<file path="src/rtl/data_mem_ctrl.sv">
// Multi-cycle data memory controller: it stalls the pipeline for LATENCY+1 cycles per
// access and then pulses ack_o for one cycle.
module data_mem_ctrl #(
  parameter int LATENCY    = 3,
  parameter int DEPTH_LOG2 = 5
) (
  input  logic        clk_i,
  input  logic        rst_i,
  input  logic        MemRead_i,
  input  logic        MemWrite_i,
  input  logic [31:0] address_i,
  input  logic [31:0] write_data_i,
  output logic [31:0] read_data_o,
  output logic        stall_o,
  output logic        ack_o,
  output logic [1:0]  state_dbg_o
);

  localparam int WORDS = 1 << DEPTH_LOG2;

  // Handshake: MemRead_i/MemWrite_i are levels that stay high while stall_o=1.
  // An access starts in any IDLE cycle that sees a request. It then freezes the
  // pipeline through BUSY and completes with a single ack_o cycle (DONE). During
  // DONE stall_o is low, so the same instruction advances; its requests are ignored.
  typedef enum logic [1:0] {
    IDLE = 2'd0,
    BUSY = 2'd1,
    DONE = 2'd2
  } state_t;

  state_t                  state_q, state_d;
  logic [3:0]              cnt_q;
  logic [DEPTH_LOG2-1:0]   idx_q;
  logic [31:0]             wdata_q;
  logic                    is_write_q;
  logic [31:0]             mem [WORDS];
  logic                    req;
  logic                    stall_c, ack_c;
  logic                    unused_addr;

  assign req         = MemRead_i | MemWrite_i;
  assign unused_addr = ^{address_i[1:0], address_i[31:DEPTH_LOG2+2]};

  always_ff @(posedge clk_i) begin
    if (rst_i) state_q <= IDLE;
    else       state_q <= state_d;
  end

  always_comb begin
    state_d = state_q;
    stall_c = 1'b0;
    ack_c   = 1'b0;
    case (state_q)
      IDLE: begin
        if (req) begin
          stall_c = 1'b1;
          state_d = BUSY;
        end
      end
      BUSY: begin
        stall_c = 1'b1;
        if (cnt_q == 4'd0) state_d = DONE;
      end
      DONE: begin
        ack_c   = 1'b1;
        state_d = IDLE;
      end
      default: state_d = IDLE;
    endcase
    // Reset dominates the combinational outputs so a held request cannot freeze the pipe.
    if (rst_i) begin
      stall_c = 1'b0;
      ack_c   = 1'b0;
    end
  end

  always_ff @(posedge clk_i) begin
    if (rst_i) begin
      cnt_q       <= 4'd0;
      idx_q       <= '0;
      wdata_q     <= 32'd0;
      is_write_q  <= 1'b0;
      read_data_o <= 32'd0;
      for (int i = 0; i < WORDS; i++) mem[i] <= 32'd0;
    end else begin
      case (state_q)
        IDLE: begin
          if (req) begin
            // A simultaneous read and write resolves to a write.
            idx_q      <= address_i[DEPTH_LOG2+1:2];
            wdata_q    <= write_data_i;
            is_write_q <= MemWrite_i;
            cnt_q      <= 4'(LATENCY - 1);
          end
        end
        BUSY: begin
          if (cnt_q == 4'd0) begin
            if (is_write_q) mem[idx_q]  <= wdata_q;
            else            read_data_o <= mem[idx_q];
          end else begin
            cnt_q <= cnt_q - 4'd1;
          end
        end
        default: ;
      endcase
    end
  end

  assign stall_o     = stall_c;
  assign ack_o       = ack_c;
  assign state_dbg_o = state_q;

endmodule

</file>
<file path="config.mk">
export PLATFORM = sky130hd
export DESIGN_NAME = data_mem_ctrl
export DESIGN_NICKNAME = d
export VERILOG_FILES = /design/src/rtl/data_mem_ctrl.sv
export SDC_FILE = /design/constraint.sdc
export NUM_CORES = 1
export LEC_CHECK = 0
export CORE_MARGIN = 10
export CORE_UTILIZATION = 40
export CTS_CLUSTER_DIAMETER = 60
export CTS_CLUSTER_SIZE = 20
export DETAILED_ROUTE_END_ITERATION = 8
export PLACE_DENSITY = 0.63
export SLEW_MARGIN = 30
export SYNTH_ARGS = -nofsm -noshare
export SYNTH_HDL_FRONTEND = slang
export SYNTH_SLANG_ARGS = --single-unit
</file>
<file path="constraint.sdc">
create_clock -name clk_i -period 7.5 [get_ports clk_i]
set_input_delay 1.5 -clock clk_i [delete_from_list [all_inputs] [get_ports clk_i]]
set_output_delay 1.5 -clock clk_i [all_outputs]
set_load 0.03 [all_outputs]
</file>
; Word-level counts from Yosys, hierarchy flattened
; Memory sizes are Yosys's and may differ from the RTL's. A register that Yosys moved wholly into a read port is not among the register bits.
; Cells that the tools add are included.
[word_totals]
ff_bits = 44
mem_bits_rw = 1024
out_inout_bits = 36
n_memories = 1
[memory_table]
columns = memory, depth, word_bits, rd, rd_ports_with_merged_regs, wr, line
row1 = mem, 32, 32, 1, 1, 32, 36  ; logic [31:0] mem [WORDS];
[classes]
addsub = 1
eq_ne = 5
muxes = 21
bitwise_logic = 2
n_reduce_logical = 8
[op_table]
columns = cell, count
row1 = 2-to-1 mux 32 bit, 1
row2 = OR reduction 32 bit, 1
row3 = 2-to-1 mux 1 bit, 12
row4 = 2-to-1 mux 4 bit, 2
row5 = one-hot mux 4 bit (2 select lines), 1
row6 = inequality test 2 bit (second input constant), 3
row7 = AND reduction 3 bit, 2
row8 = 2-to-1 mux 5 bit, 1
row9 = zero test 4 bit, 1
row10 = 2-to-1 mux 2 bit, 2
row11 = one-hot mux 2 bit (2 select lines), 1
row12 = AND reduction 2 bit, 2
row13 = subtractor 4 x 1 -> 4 bit (second input constant), 1
row14 = == test 2 x 1 -> 1 bit (second input constant), 1
row15 = == test 2 bit (second input constant), 1
row16 = zero test 2 bit, 1
row17 = one-hot mux 1 bit (2 select lines), 1
row18 = nonzero test 2 bit, 1
row19 = inverter 1 bit, 1
row20 = OR 1 bit, 1

; Logic depth before layout (Yosys ltp)
; Gate-level depths: netlist (run 1).
[depth]
ltp_word = 7
ltp_mapped = 10
mapped_depth_nobuf = 7

; Least setup slack after synthesis (run 1)
; No wires, ideal clock.
[synth_timing]
path_kind = input-to-output
startpoint = in rst_i
endpoint = out ack_o
arrival_ps = 2624
t_required_ps = 6000
path_slack_ps = 3376
stages = 3
cell_sequence = clkbuf_1 clkbuf_1 nor3b_1
[synth_via]
elab_chain_cells = 1
[synth_lines]
columns = item, line
row1 = "start, declared", 8  ; input logic rst_i,
row2 = 2-to-1 mux 1 bit, 71  ; if (rst_i) begin
row3 = "end, declared", 15  ; output logic ack_o,
; No other way between the ends.

==> results of run 1 <==
cell families after synthesis:
logic type,Yosys count
DFF,1100
AOI/OAI and AO/OA,289
adders and majority gates,2
muxes,407
and+or+nand+nor,1341
xor gates and xnor gates,2
buffers and inverters,325
power by group through the flow:
stage	clock [mW]	sequential (mW)	combinational, mW
floorplan	0	7.17	0.784
global placement	0	7.24	1.30
detailed placement	0	7.25	1.32
CTS	4.54	7.10	1.32
global route	4.76	7.13	1.38
finish	4.49	7.10	1.32
sequential cells by signal (all words and copies together), names as in the netlist:
signal       count
wdata_q         32
mem           1024
cnt_q            4
idx_q            5
read_data_o     32
state_dbg_o      2
is_write_q       1
placed cells by master, fill, tap and decap left out, drive strengths merged, types with 3 or more instances in the layout:
| cell | instances |
|---|---|
| or2 | 32 |
| o21bai | 6 |
| a31oi | 7 |
| or4 | 20 |
| o22ai | 127 |
| mux2i | 299 |
| a22oi | 18 |
| a21oi | 57 |
| inv | 23 |
| nor3 | 16 |
| mux4 | 106 |
| o21ai | 4 |
| a211oi | 14 |
| or4b | 4 |
| a22o | 7 |
| clkinvlp | 3 |
| nand2b | 5 |
| nand4b | 3 |
| and2 | 1025 |
| nor4 | 14 |
| nor2 | 75 |
| clkdlybuf4s50 | 75 |
| clkbuf | 100 |
| a221oi | 25 |
| o221ai | 4 |
| a21o | 4 |
| nor2b | 5 |
| edfxtp | 1024 |
| nand4bb | 4 |
| nand3 | 16 |
| buf | 97 |
| dfxtp | 76 |
| nand2 | 109 |
| clkinv | 20 |
| bufinv | 4 |
| a311oi | 15 |
worst register-to-register path: cells and delay by family, from the launching register on:
family	cells	cell delay [ps]
buffers and inverters	2	540
adder cells (fa/ha/maj)	1	150
flip-flops	1	340
AND/OR/NAND/NOR	5	3010
routing by layer:
metal | part of all wire | up-vias
li1 | - | 12400
met1 | 0.42 | 14600
met2 | 0.47 | 1231
met3 | 0.083 | 210
met4 | 0.032 | 2
met5 | 0.000092 | -
through the flow:
step	std cells	setup slack (ps)	util	hold slack, ps
floorplan	3466	3380	-	458
global placement	4941	2160	0.421	447
detailed placement	4944	2100	0.422	447
CTS	5088	2780	0.444	458
global route	5088	2570	0.444	475
finish	5088	2680	0.444	458
final cells by class:
| cell class | instances | area, µm² |
|---|---|---|
| Sequential cell | 1100 | 32300 |
| Clock inverter | 44 | 490 |
| Fill cell | 10700 | 67700 |
| Timing Repair Buffer | 172 | 1540 |
| Inverter | 6 | 22.5 |
| Multi-Input combinational cell | 2041 | 15500 |
| Clock buffer | 100 | 2130 |
| Tap cell | 1625 | 2030 |
path summary, 6_finish.rpt:
path | to | slack, ps | cells after the start
max | mem[13][20] | 2680 | 6
min | wdata_q[6] | 460 | 2
max reg2reg | mem[13][20] | 3070 | 8
min reg2reg | wdata_q[6] | 460 | 2
==> impl_results.rst, run 1 <==
.. list-table::
   :header-rows: 1

   * - Metric
     - Value
   * - Status
     - finished clean
   * - GRT Util Overall
     - 0.202
   * - Finish-stage setup viols
     - 0
   * - Fmax
     - approximately 210 MHz
   * - Synth cell count leaders
     - and2_1 (1025), edfxtp_1 (1024), mux2i_1 (299)
   * - Most crowded layer after global routing
     - met2
   * - WP data arrival
     - just over 5000 ps
   * - Detail Route Antenna Nets
     - 0
   * - Worst Hold Launch
     - wdata_q[6]
   * - Cell with the most instances after synthesis
     - and2_1
   * - Number of remaining DRC errors
     - 0
   * - Number of synthesized flops with an enable pin
     - a little over 1000
   * - Clock latency reported for the late side of the worst-skew pair
     - 670 ps
   * - Transition time of the tightest slew-check pin
     - approximately 1000 ps
   * - Maximum resistive drop on vdd
     - approximately 0.17 mV
   * - Slowest stage cell, crit path
     - nor2_2
   * - Async SR Flop Fraction
     - 0
   * - Width of the chip
     - 370 µm
   * - Net switching power of the design
     - roughly 3.3 mW
   * - Number of synthesized register bits
     - 1100
   * - Static Leak
     - approximately 19 nW
   * - Part of the total power dissipated in the clock network
     - 0.348
   * - Met3 track demand over resource in global routing
     - 0.0330
   * - Cell Chain, Critical Path
     - buf_4 > nor4b_2 > nand3_1 > nor2_2 > or2_2 > buf_4
   * - Avg Synthesized Cell Area
     - roughly 14 µm²
   * - Critical path class
     - in -> reg
   * - Buffering stage count on the worst path with inverters included
     - 2
   * - Top cell type's share of synthesized area
     - 0.628
   * - Xor/xnor share of the synthesized area
     - 0.000358
   * - Synthesized-area fraction occupied by adder cells
     - 0.000511
   * - Final std cell area, no fill
     - around 54000 µm²
   * - Relative contribution of combinational cells to total power
     - 0.102
   * - Cell Rows
     - about 130
   * - Launching instance or port of the critical path
     - rst_i
   * - Final weighted congestion of routability-driven global placement
     - 0.825
   * - Clock transition at the registers of the reported paths
     - roughly 80 ps
   * - Total number of vias
     - between 20000 and 30000
   * - Sum of overflow across all layers after global routing
     - 0
   * - Initial antenna violation count
     - 4
   * - Count of pins on the block boundary
     - 104
   * - Area grow syn2layout
     - 10.4%
   * - Launching point of the worst reg2reg path
     - cnt_q[0]
   * - Synthesized Nets
     - roughly 3500
   * - Number of different library cells in the post-synthesis netlist
     - 51
   * - TritonCTS clock tree
     - done
   * - Delay of the slowest cell on the worst path
     - about 800 ps
   * - Nature of the critical path startpoint
     - input port
   * - Worst-case clock skew
     - around 33 ps
   * - Worst endpoint required time
     - approximately 7800 ps
   * - Final max-slew violation count
     - 0
   * - Number of global-route vias before repair
     - 27300
   * - Number of violations of the max-capacitance limit
     - 0
   * - Worst Path Max Fanout
     - 71
   * - Die area
     - between 100000 and 150000 µm²
   * - Vertical die dimension
     - 370 µm
   * - Final worst path period share
     - 0.643
   * - Total placed instance area
     - around 51000 µm²
   * - Sequential power share
     - 0.550
   * - Yosys top cell by area
     - edfxtp_1
   * - Number of gates resized after CTS
     - 0
   * - Kind of cell adding the most delay to the critical path
     - simple AND/OR/NAND/NOR gates
   * - Synth area leaders
     - edfxtp_1 (63%), and2_1 (13%), mux2i_1 (6.1%)
   * - Clock tree sinks
     - 1100
   * - Worst hold-check path type
     - reg -> reg
   * - Post-Syn Instances
     - between 3000 and 4000
   * - Post-CTS setup buffers
     - 0
   * - GR Layer Usage met1
     - 0.284
   * - Fraction of final layout cells with drive strength greater than 1
     - 0.124
   * - Number of hold buffers added after CTS
     - 0
   * - Mapped cell area
     - 48900 µm²
   * - TritonCTS Buffers
     - 78
   * - First-iteration detailed-routing DRC count
     - approximately 3300
   * - Via density
     - about 5.6
   * - Maximum number of buffers from clock root to sink
     - 3
   * - Area fraction in compound gates after synthesis
     - 0.0391
   * - Main synth FF type
     - edfxtp_1
   * - Critical path's most frequent cell
     - buf_4
   * - Starting utilization of the core area
     - 0.402
   * - CP endpoint kind
     - flop
   * - Half-perimeter wire length of the detailed placement result
     - 85300 µm
   * - Max_slew headroom
     - 0.320
   * - Sequential fraction of the synthesis area
     - 0.659
   * - RSZ-0062 raised after global routing
     - false
   * - Count of synthesis-stage warnings from yosys
     - 0
   * - Final period demand of the worst path
     - 4820 ps
   * - Post-layout power
     - ~13 mW
   * - Hold violation count in the final report
     - 0
   * - Combinational family with the most area after synthesis
     - simple AND/OR/NAND/NOR gates
   * - Layout net count
     - about 3500
   * - Wire length after detailed routing
     - about 140000 µm
   * - Mux cell area share after synthesis
     - 0.110
   * - Fraction of power spent switching nets
     - 0.258
   * - Maximum number of pins on one net before global-route repair
     - 110
   * - Global-route wire length before repair
     - between 200000 and 250000 µm
   * - Antenna diode count
     - 0
   * - CTS H-Tree Depth
     - 3
   * - Power Density
     - approximately 240 nW/µm²
   * - Input/output buffers
     - 76
   * - First-pass DRT Iterations
     - 5
   * - Post-Synth Simple-Gate Area
     - 0.163
   * - Internal power
     - 9.58 mW
   * - Total negative slack for setup checks
     - 0 ps
   * - Core area
     - 122000 µm²
   * - Met2 usage in global routing
     - 0.323
   * - WL/cell
     - 27.9 µm
   * - Root buf cell
     - clkbuf_16
Note: power is estimated with default switching activity, not from simulation.
==> run 2: changes to the inputs <==
==> constraint.sdc (replaced) <==
create_clock -name clk_i -period 4.45 [get_ports clk_i]
set_input_delay 0.89 -clock clk_i [delete_from_list [all_inputs] [get_ports clk_i]]
set_output_delay 0.89 -clock clk_i [all_outputs]
set_load 0.03 [all_outputs]
==> run 2 against run 1 <==
  * Clock skew up 13 ps
  * Via count up 0.62%
  * Count of clock-buffer cells in the layout up 1
  * Sequential power up 69%
  * Power up 70%
  * Worst hold slack worse by 1.1 ps
  * Clock power up 71%
  * Critical endpoint is now mem[30][23]
  * Largest power group unchanged
  * Highest routed layer is now met4
==> impl_results.rst, run 2 (same netlist as run 1, synthesis figures left out) <==
.. list-table::
   :header-rows: 1

   * - Metric
     - Value
   * - Status
     - finished clean
   * - Sum of overflow across all layers after global routing
     - 0 (unchanged)
   * - Via density
     - 5.55 (-0.78%)
   * - Clock latency reported for the late side of the worst-skew pair
     - 670 ps (about the same)
   * - Maximum number of buffers from clock root to sink
     - 3 (unchanged)
   * - Static Leak
     - 19.1 nW (+2.6%)
   * - Number of cells traversed by the worst hold path
     - 2 (unchanged)
   * - Capture endpoint of the worst hold path
     - wdata_q[17]
   * - Final period demand of the worst path
     - ~3500 ps
   * - Global-route wire length before repair
     - 203000 µm (+0.84%)
   * - Most frequent standard cell in the layout excluding fill and tap cells
     - and2_1
   * - CTS H-Tree Depth
     - 3 (unchanged)
   * - Minimum setup slack among reg-to-reg paths
     - 940 ps (-2130 ps)
   * - Cell Rows
     - 128 (unchanged)
   * - Core utilization of the finished layout
     - 0.451 (+0.00685)
   * - Final setup slack of the worst path
     - 943 ps (-1740 ps)
   * - Largest register by flop count
     - mem
   * - Place WS
     - 954 ps (-1140 ps)
   * - Nature of the critical path startpoint
     - flop
   * - Clock tree sinks
     - 1100 (unchanged)
   * - Layout net count
     - 3540 (+2.0%)
   * - Worst-case clock skew
     - 47.0 ps (+13.5 ps)
   * - Final weighted congestion of routability-driven global placement
     - 0.832 (+0.85%)
   * - Finish-stage setup viols
     - 0 (unchanged)
   * - Root buf cell
     - clkbuf_16
   * - Power Density
     - 400 nW/µm² (+67%)
   * - Top flop regs
     - mem (1024), read_data_o (32), wdata_q (32)
   * - Worst Hold Launch
     - wdata_q[17]
   * - GRT Util Overall
     - 0.202 (-0.000320)
   * - Worst Path Max Fanout
     - 19 (-73%)
   * - TritonCTS clock tree
     - done
   * - Number of fill cells
     - 10700 (+0.11%)
   * - Number of hold buffers added after CTS
     - 0 (unchanged)
   * - Fmax
     - 285 MHz
   * - Maximum resistive drop on vdd
     - 0.297 mV (+70%)
   * - Clock transition at the registers of the reported paths
     - 80 ps (about the same)
   * - Count of pins on the block boundary
     - 104 (unchanged)
   * - First-pass DRT Iterations
     - 5 (unchanged)
   * - Detail Route Antenna Nets
     - 0 (unchanged)
   * - Starting utilization of the core area
     - 0.402 (unchanged)
   * - Worst-case reg-to-reg path depth
     - 9 (+1)
   * - Total negative slack for setup checks
     - 0 ps (unchanged)
   * - Area grow syn2layout
     - 12.1%
   * - Transition time of the tightest slew-check pin
     - 992 ps (-19.1 ps)
   * - Post-layout power
     - 22.0 mW (+70%)
   * - Fraction of final layout cells with drive strength greater than 1
     - 0.141 (+0.0171)
   * - Initial antenna violation count
     - 4 (unchanged)
   * - CP endpoint kind
     - flop
   * - WP data arrival
     - 3860 ps (-1250 ps)
   * - Number of global-route vias before repair
     - 28400 (+3.9%)
   * - Worst endpoint required time
     - 4810 ps (-2980 ps)
   * - Final worst path period share
     - 0.788
   * - WL/cell
     - 27.3 µm (-2.0%)
   * - Worst hold-check path type
     - reg -> reg
   * - Maximum number of pins on one net before global-route repair
     - 61 (-45%)
   * - Width of the chip
     - 370 µm (unchanged)
   * - First-iteration detailed-routing DRC count
     - 3174 (-3.5%)
   * - Final max-slew violation count
     - 0 (unchanged)
   * - Die area
     - 137000 µm² (unchanged)
   * - Number of gates resized after CTS
     - 0 (unchanged)
   * - Total number of vias
     - 28700 (+0.62%)
   * - RSZ-0062 raised after global routing
     - false
   * - Post-CTS setup buffers
     - 0 (unchanged)
   * - Launching point of the worst reg2reg path
     - cnt_q[0]
   * - Highest-count cells in the layout ignoring fill and taps
     - and2_1 (1025), edfxtp_1 (1024), mux2i_1 (299), buf_4 (137), o22ai_1 (127)
   * - Vertical die dimension
     - 370 µm (unchanged)
   * - Wire length after detailed routing
     - 141000 µm (-0.65%)
   * - Half-perimeter wire length of the detailed placement result
     - 88000 µm (+3.2%)
   * - Number of violations of the max-capacitance limit
     - 0 (unchanged)
   * - Input/output buffers
     - 76 (unchanged)
   * - TritonCTS Buffers
     - 79 (+1.3%)
   * - Hold violation count in the final report
     - 0 (unchanged)
   * - Core area
     - 122000 µm² (unchanged)
   * - Worst reg2reg endpoint
     - mem[30][23]
   * - Number of flip-flops in the largest register
     - 1024 (unchanged)
   * - Number of remaining DRC errors
     - 0 (unchanged)
   * - Max_slew headroom
     - 0.337 (+0.0169)
   * - Critical path class
     - reg -> reg
==> run 2: stage by stage <==
step,hold WS [ps],instance area (µm²),instances
after CTS,459,54800,5157
after floorplan,458,48900,3466
after detailed placement,447,52200,5013
after global placement,447,52100,5013
final,457,54900,5160
after global routing,475,54900,5158
==> run 2: power breakdown <==
| group | total, mW | leakage (nW) | internal, mW | switching (mW) |
|---|---|---|---|---|
| registers | 12.0 | 11.2 | 11.6 | 0.347 |
| clock network | 7.69 | 1.31 | 3.86 | 3.83 |
| logic | 2.26 | 6.62 | 0.817 | 1.45 |
| total | 22.0 | 19.1 | 16.3 | 5.63 |
==> run 2: layout make-up <==
type | count | area (µm²) | share of cell area
Sequential cell | 1100 | 32300 | 0.589
Inverter | 6 | 22.5 | 0.000410
Clock inverter | 43 | 489 | 0.00892
Multi-Input combinational cell | 2041 | 15400 | 0.282
Timing Repair Buffer | 242 | 2390 | 0.0435
Clock buffer | 101 | 2190 | 0.0398
Tap cell | 1625 | 2030 | 0.0371
Antenna cell | 2 | 5.00 | 0.0000912
==> run 2: how the worst max path moves through the flow <==
stage	to	startpoint	slack [ps]	cells after the start
final	mem[30][23]	cnt_q[0]	940	9
after global routing	mem[30][27]	cnt_q[0]	780	9
after CTS	mem[30][23]	cnt_q[0]	1010	9
after detailed placement	mem[30][21]	rst_i	950	7
after global placement	mem[30][28]	rst_i	1020	7
after floorplan	ack_o	rst_i	1550	3
==> run 2: metal layers <==
metal  vias up  share of wire  track usage  routed length (µm)
met3       212          0.083       0.0407               11700
met4         0          0.036       0.0697                5060
met5         -              0            0                   0
li1      12600              -            -                   -
met2      1192           0.47        0.327               66400
met1     14700           0.41        0.270               57600
==> run 2: critical path, cell delays in order, from the launching register on <==
cell	delay (ps)
dfxtp_1	340
inv_1	80
ha_1	160
or3b_4	390
nor4b_2	760
nand3_1	380
buf_4	290
nor2_2	120
or2_2	430
buf_12	240
==> run 3: changes to the inputs <==
--- a/config.mk
+++ b/config.mk
@@ -10,7 +10,7 @@
 export CTS_CLUSTER_DIAMETER = 60
 export CTS_CLUSTER_SIZE = 20
 export DETAILED_ROUTE_END_ITERATION = 8
-export PLACE_DENSITY = 0.63
+export PLACE_DENSITY = 0.65
 export SLEW_MARGIN = 30
 export SYNTH_ARGS = -nofsm -noshare
 export SYNTH_HDL_FRONTEND = slang
==> constraint.sdc (replaced) <==
create_clock -name clk_i -period 2.9 [get_ports clk_i]
set_input_delay 0.58 -clock clk_i [delete_from_list [all_inputs] [get_ports clk_i]]
set_output_delay 0.58 -clock clk_i [all_outputs]
set_load 0.03 [all_outputs]
==> run 3 against run 2 <==
  * Sequential share of layout area is 1.7 points lower
  * Routed wire length decreased by 1.1%
  * Register-to-register slack got worse by 860 ps
  * Clock power is 56% higher
  * Power up 55%
  * Fmax increased by 24%
  * Cell count up 2.3%
  * Largest power group unchanged
==> impl_results.rst, run 3 (same netlist as run 1, synthesis figures left out) <==
.. list-table::
   :header-rows: 1

   * - Metric
     - Value
   * - Core area
     - 122000 µm² (unchanged)
   * - Vertical die dimension
     - 370 µm (unchanged)
   * - Power Density
     - 604 nW/µm² (+51%)
   * - Number of violations of the max-capacitance limit
     - 0 (unchanged)
   * - Delay of the slowest cell on the worst path
     - 590 ps (-170 ps)
   * - Post-CTS setup buffers
     - 0 (unchanged)
   * - Count of pins on the block boundary
     - 104 (unchanged)
   * - Sequential power share
     - 0.534 (-0.012)
   * - Nature of the critical path startpoint
     - flop
   * - Maximum resistive drop on vdd
     - 0.478 mV (+61%)
   * - Clock latency reported for the late side of the worst-skew pair
     - 670 ps (about the same)
   * - Largest register by flop count
     - mem
   * - Static Leak
     - 20.0 nW (+4.3%)
   * - Final worst path period share
     - 0.973 (+0.185)
   * - Worst Path Max Fanout
     - 19 (unchanged)
   * - Highest-count cells in the layout ignoring fill and taps
     - and2_1 (1025), edfxtp_1 (1024), mux2i_1 (299), buf_4 (208), o22ai_1 (127)
   * - CTS H-Tree Depth
     - 3 (unchanged)
   * - Width of the chip
     - 370 µm (unchanged)
   * - WL/cell
     - 26.4 µm (-3.4%)
   * - Net switching power of the design
     - 8.83 mW (+57%)
   * - Antenna diode count
     - 0 (-2)
   * - Transition time of the tightest slew-check pin
     - 901 ps (-90.7 ps)
   * - Cell Rows
     - 128 (unchanged)
   * - Final Hold Slack
     - 449 ps (-8.31 ps)
   * - Detail Route Antenna Nets
     - 0 (unchanged)
   * - Final weighted congestion of routability-driven global placement
     - 0.858 (+3.2%)
   * - Global-route wire length before repair
     - 202000 µm (-0.59%)
   * - Clock tree sinks
     - 1100 (unchanged)
   * - Number of remaining DRC errors
     - 0 (unchanged)
   * - Number of flip-flops in the largest register
     - 1024 (unchanged)
   * - Initial antenna violation count
     - 3 (-1)
   * - Worst hold-check path type
     - in -> reg
   * - Half-perimeter wire length of the detailed placement result
     - 91300 µm (+3.7%)
   * - Buffering stage count on the worst path with inverters included
     - 1 (-2)
   * - CP endpoint kind
     - flop
   * - Relative contribution of combinational cells to total power
     - 0.115 (+0.012)
   * - TritonCTS Buffers
     - 81 (+2.5%)
   * - Top flop regs
     - mem (1024), read_data_o (32), wdata_q (32)
   * - Layout net count
     - 3663 (+3.5%)
   * - Via density
     - 5.50 (-0.92%)
   * - First-iteration detailed-routing DRC count
     - 3276 (+3.2%)
   * - Fmax
     - 354 MHz (+24%)
   * - Number of cells traversed by the worst hold path
     - 3 (+1)
   * - Post-layout power
     - 34.1 mW (+55%)
   * - WP data arrival
     - 3370 ps (-490 ps)
   * - Critical path class
     - reg -> reg
   * - Core utilization of the finished layout
     - 0.464 (+0.0131)
   * - Minimum setup slack among reg-to-reg paths
     - 80 ps (-860 ps)
   * - Worst endpoint required time
     - 3440 ps (-1370 ps)
   * - Max_slew headroom
     - 0.397 (+0.0602)
   * - Input/output buffers
     - 76 (unchanged)
   * - Total negative slack for setup checks
     - 0 ps (unchanged)
   * - Worst-case reg-to-reg path depth
     - 7 (-2)
   * - Place WS
     - 61.9 ps (-892 ps)
   * - Area grow syn2layout
     - 15.4%
   * - Final max-slew violation count
     - 0 (unchanged)
   * - Final period demand of the worst path
     - 2820 ps (-686 ps)
   * - Capture endpoint of the worst hold path
     - state_dbg_o[0]
   * - TritonCTS clock tree
     - done
   * - Fraction of power spent switching nets
     - 0.259 (+0.00234)
   * - First-pass DRT Iterations
     - 7 (+2)
   * - Part of the total power dissipated in the clock network
     - 0.351 (about the same)
   * - GRT Util Overall
     - 0.200 (-0.00253)
   * - Most frequent standard cell in the layout excluding fill and tap cells
     - and2_1
   * - Clock transition at the registers of the reported paths
     - 80 ps (about the same)
   * - Fraction of final layout cells with drive strength greater than 1
     - 0.166 (+0.0256)
   * - Launching point of the worst reg2reg path
     - cnt_q[0]
   * - Die area
     - 137000 µm² (unchanged)
   * - Hold violation count in the final report
     - 0 (unchanged)
   * - Slowest stage cell, crit path
     - or4_1
   * - Number of global-route vias before repair
     - 29100 (+2.5%)
   * - Number of hold buffers added after CTS
     - 0 (unchanged)
   * - Sum of overflow across all layers after global routing
     - 0 (unchanged)
   * - Internal power
     - 25.3 mW (+55%)
   * - Kind of cell adding the most delay to the critical path
     - simple AND/OR/NAND/NOR gates
   * - Worst reg2reg endpoint
     - read_data_o[8]
   * - Maximum number of buffers from clock root to sink
     - 3 (unchanged)
   * - Worst-case clock skew
     - 30.9 ps (-16.1 ps)
   * - Root buf cell
     - clkbuf_16
   * - Total number of vias
     - 29100 (+1.4%)
   * - Starting utilization of the core area
     - 0.402 (unchanged)
   * - Maximum number of pins on one net before global-route repair
     - 109 (+79%)
   * - Finish-stage setup viols
     - 0 (unchanged)
   * - Wire length after detailed routing
     - 139000 µm (-1.1%)
   * - Worst Hold Launch
     - rst_i
   * - Number of fill cells
     - 10600 (-1.2%)
   * - Status
     - finished clean
   * - Cell Chain, Critical Path
     - inv_1 > ha_1 > or3b_4 > or3_4 > or4_1 > a221oi_1 > a31oi_1
   * - Final setup slack of the worst path
     - 78.3 ps (-864 ps)
[run 3: area by class of cell]
class / count / area (µm²) / area share
flip-flops and latches: 1100 / 32300 / 0.572
multi-input cells: 2041 / 15500 / 0.274
repair buffers: 363 / 3920 / 0.0695
clock buffers: 98 / 2160 / 0.0383
well taps: 1625 / 2030 / 0.0360
clock inverters: 48 / 567 / 0.0100
inverters: 6 / 22.5 / 0.000399
[run 3: worst register-to-register path, cell delays in order, from the launching register on]
cell      delay [ps]
dfxtp_1          340
inv_1             80
ha_1             150
or3b_4           400
or3_4            540
or4_1            620
a221oi_1         430
a31oi_1          140
[run 3: routing by layer]
layer	vias to the layer above	track usage	share of wire
met5	-	0	0
met4	0	0.0681	0.037
met3	198	0.0335	0.077
met2	1143	0.324	0.47
met1	14900	0.271	0.41
li1	12900	-	-
[run 3: worst max-delay path by stage]
stage / cells past startpoint / to / slack, ps / from
after floorplan: 7 / mem[13][0] / 250 / cnt_q[0]
after global placement: 10 / mem[7][10] / 90 / cnt_q[0]
after detailed placement: 10 / mem[5][16] / 60 / cnt_q[0]
after CTS: 10 / mem[5][17] / 40 / cnt_q[0]
after global routing: 10 / mem[13][4] / -10 / cnt_q[0]
final: 7 / read_data_o[8] / 80 / cnt_q[0]
[run 3: power groups by stage]
stage          registers (mW)  clock network [mW]  logic [mW]
2_1_floorplan            18.5                   0        2.03
3_3_place_gp             18.6                   0        3.88
3_5_place_dp             18.6                   0        3.91
4_1_cts                  18.2                12.1        3.92
5_1_grt                  18.3                12.7        4.13
6_report                 18.2                12.0        3.92
[run 3: stage by stage]
stage | instances | instance area (µm²)
6_report | 5281 | 56500
5_1_grt | 5281 | 56500
4_1_cts | 5279 | 56400
3_5_place_dp | 5133 | 53700
3_3_place_gp | 5133 | 53700
2_1_floorplan | 3466 | 48900
[run 3: what timing repair did]
action / CTS / global route
setup endpoints to repair: 0 / 271
resized for setup: 0 / 7
hold endpoints to repair: 0 / 0
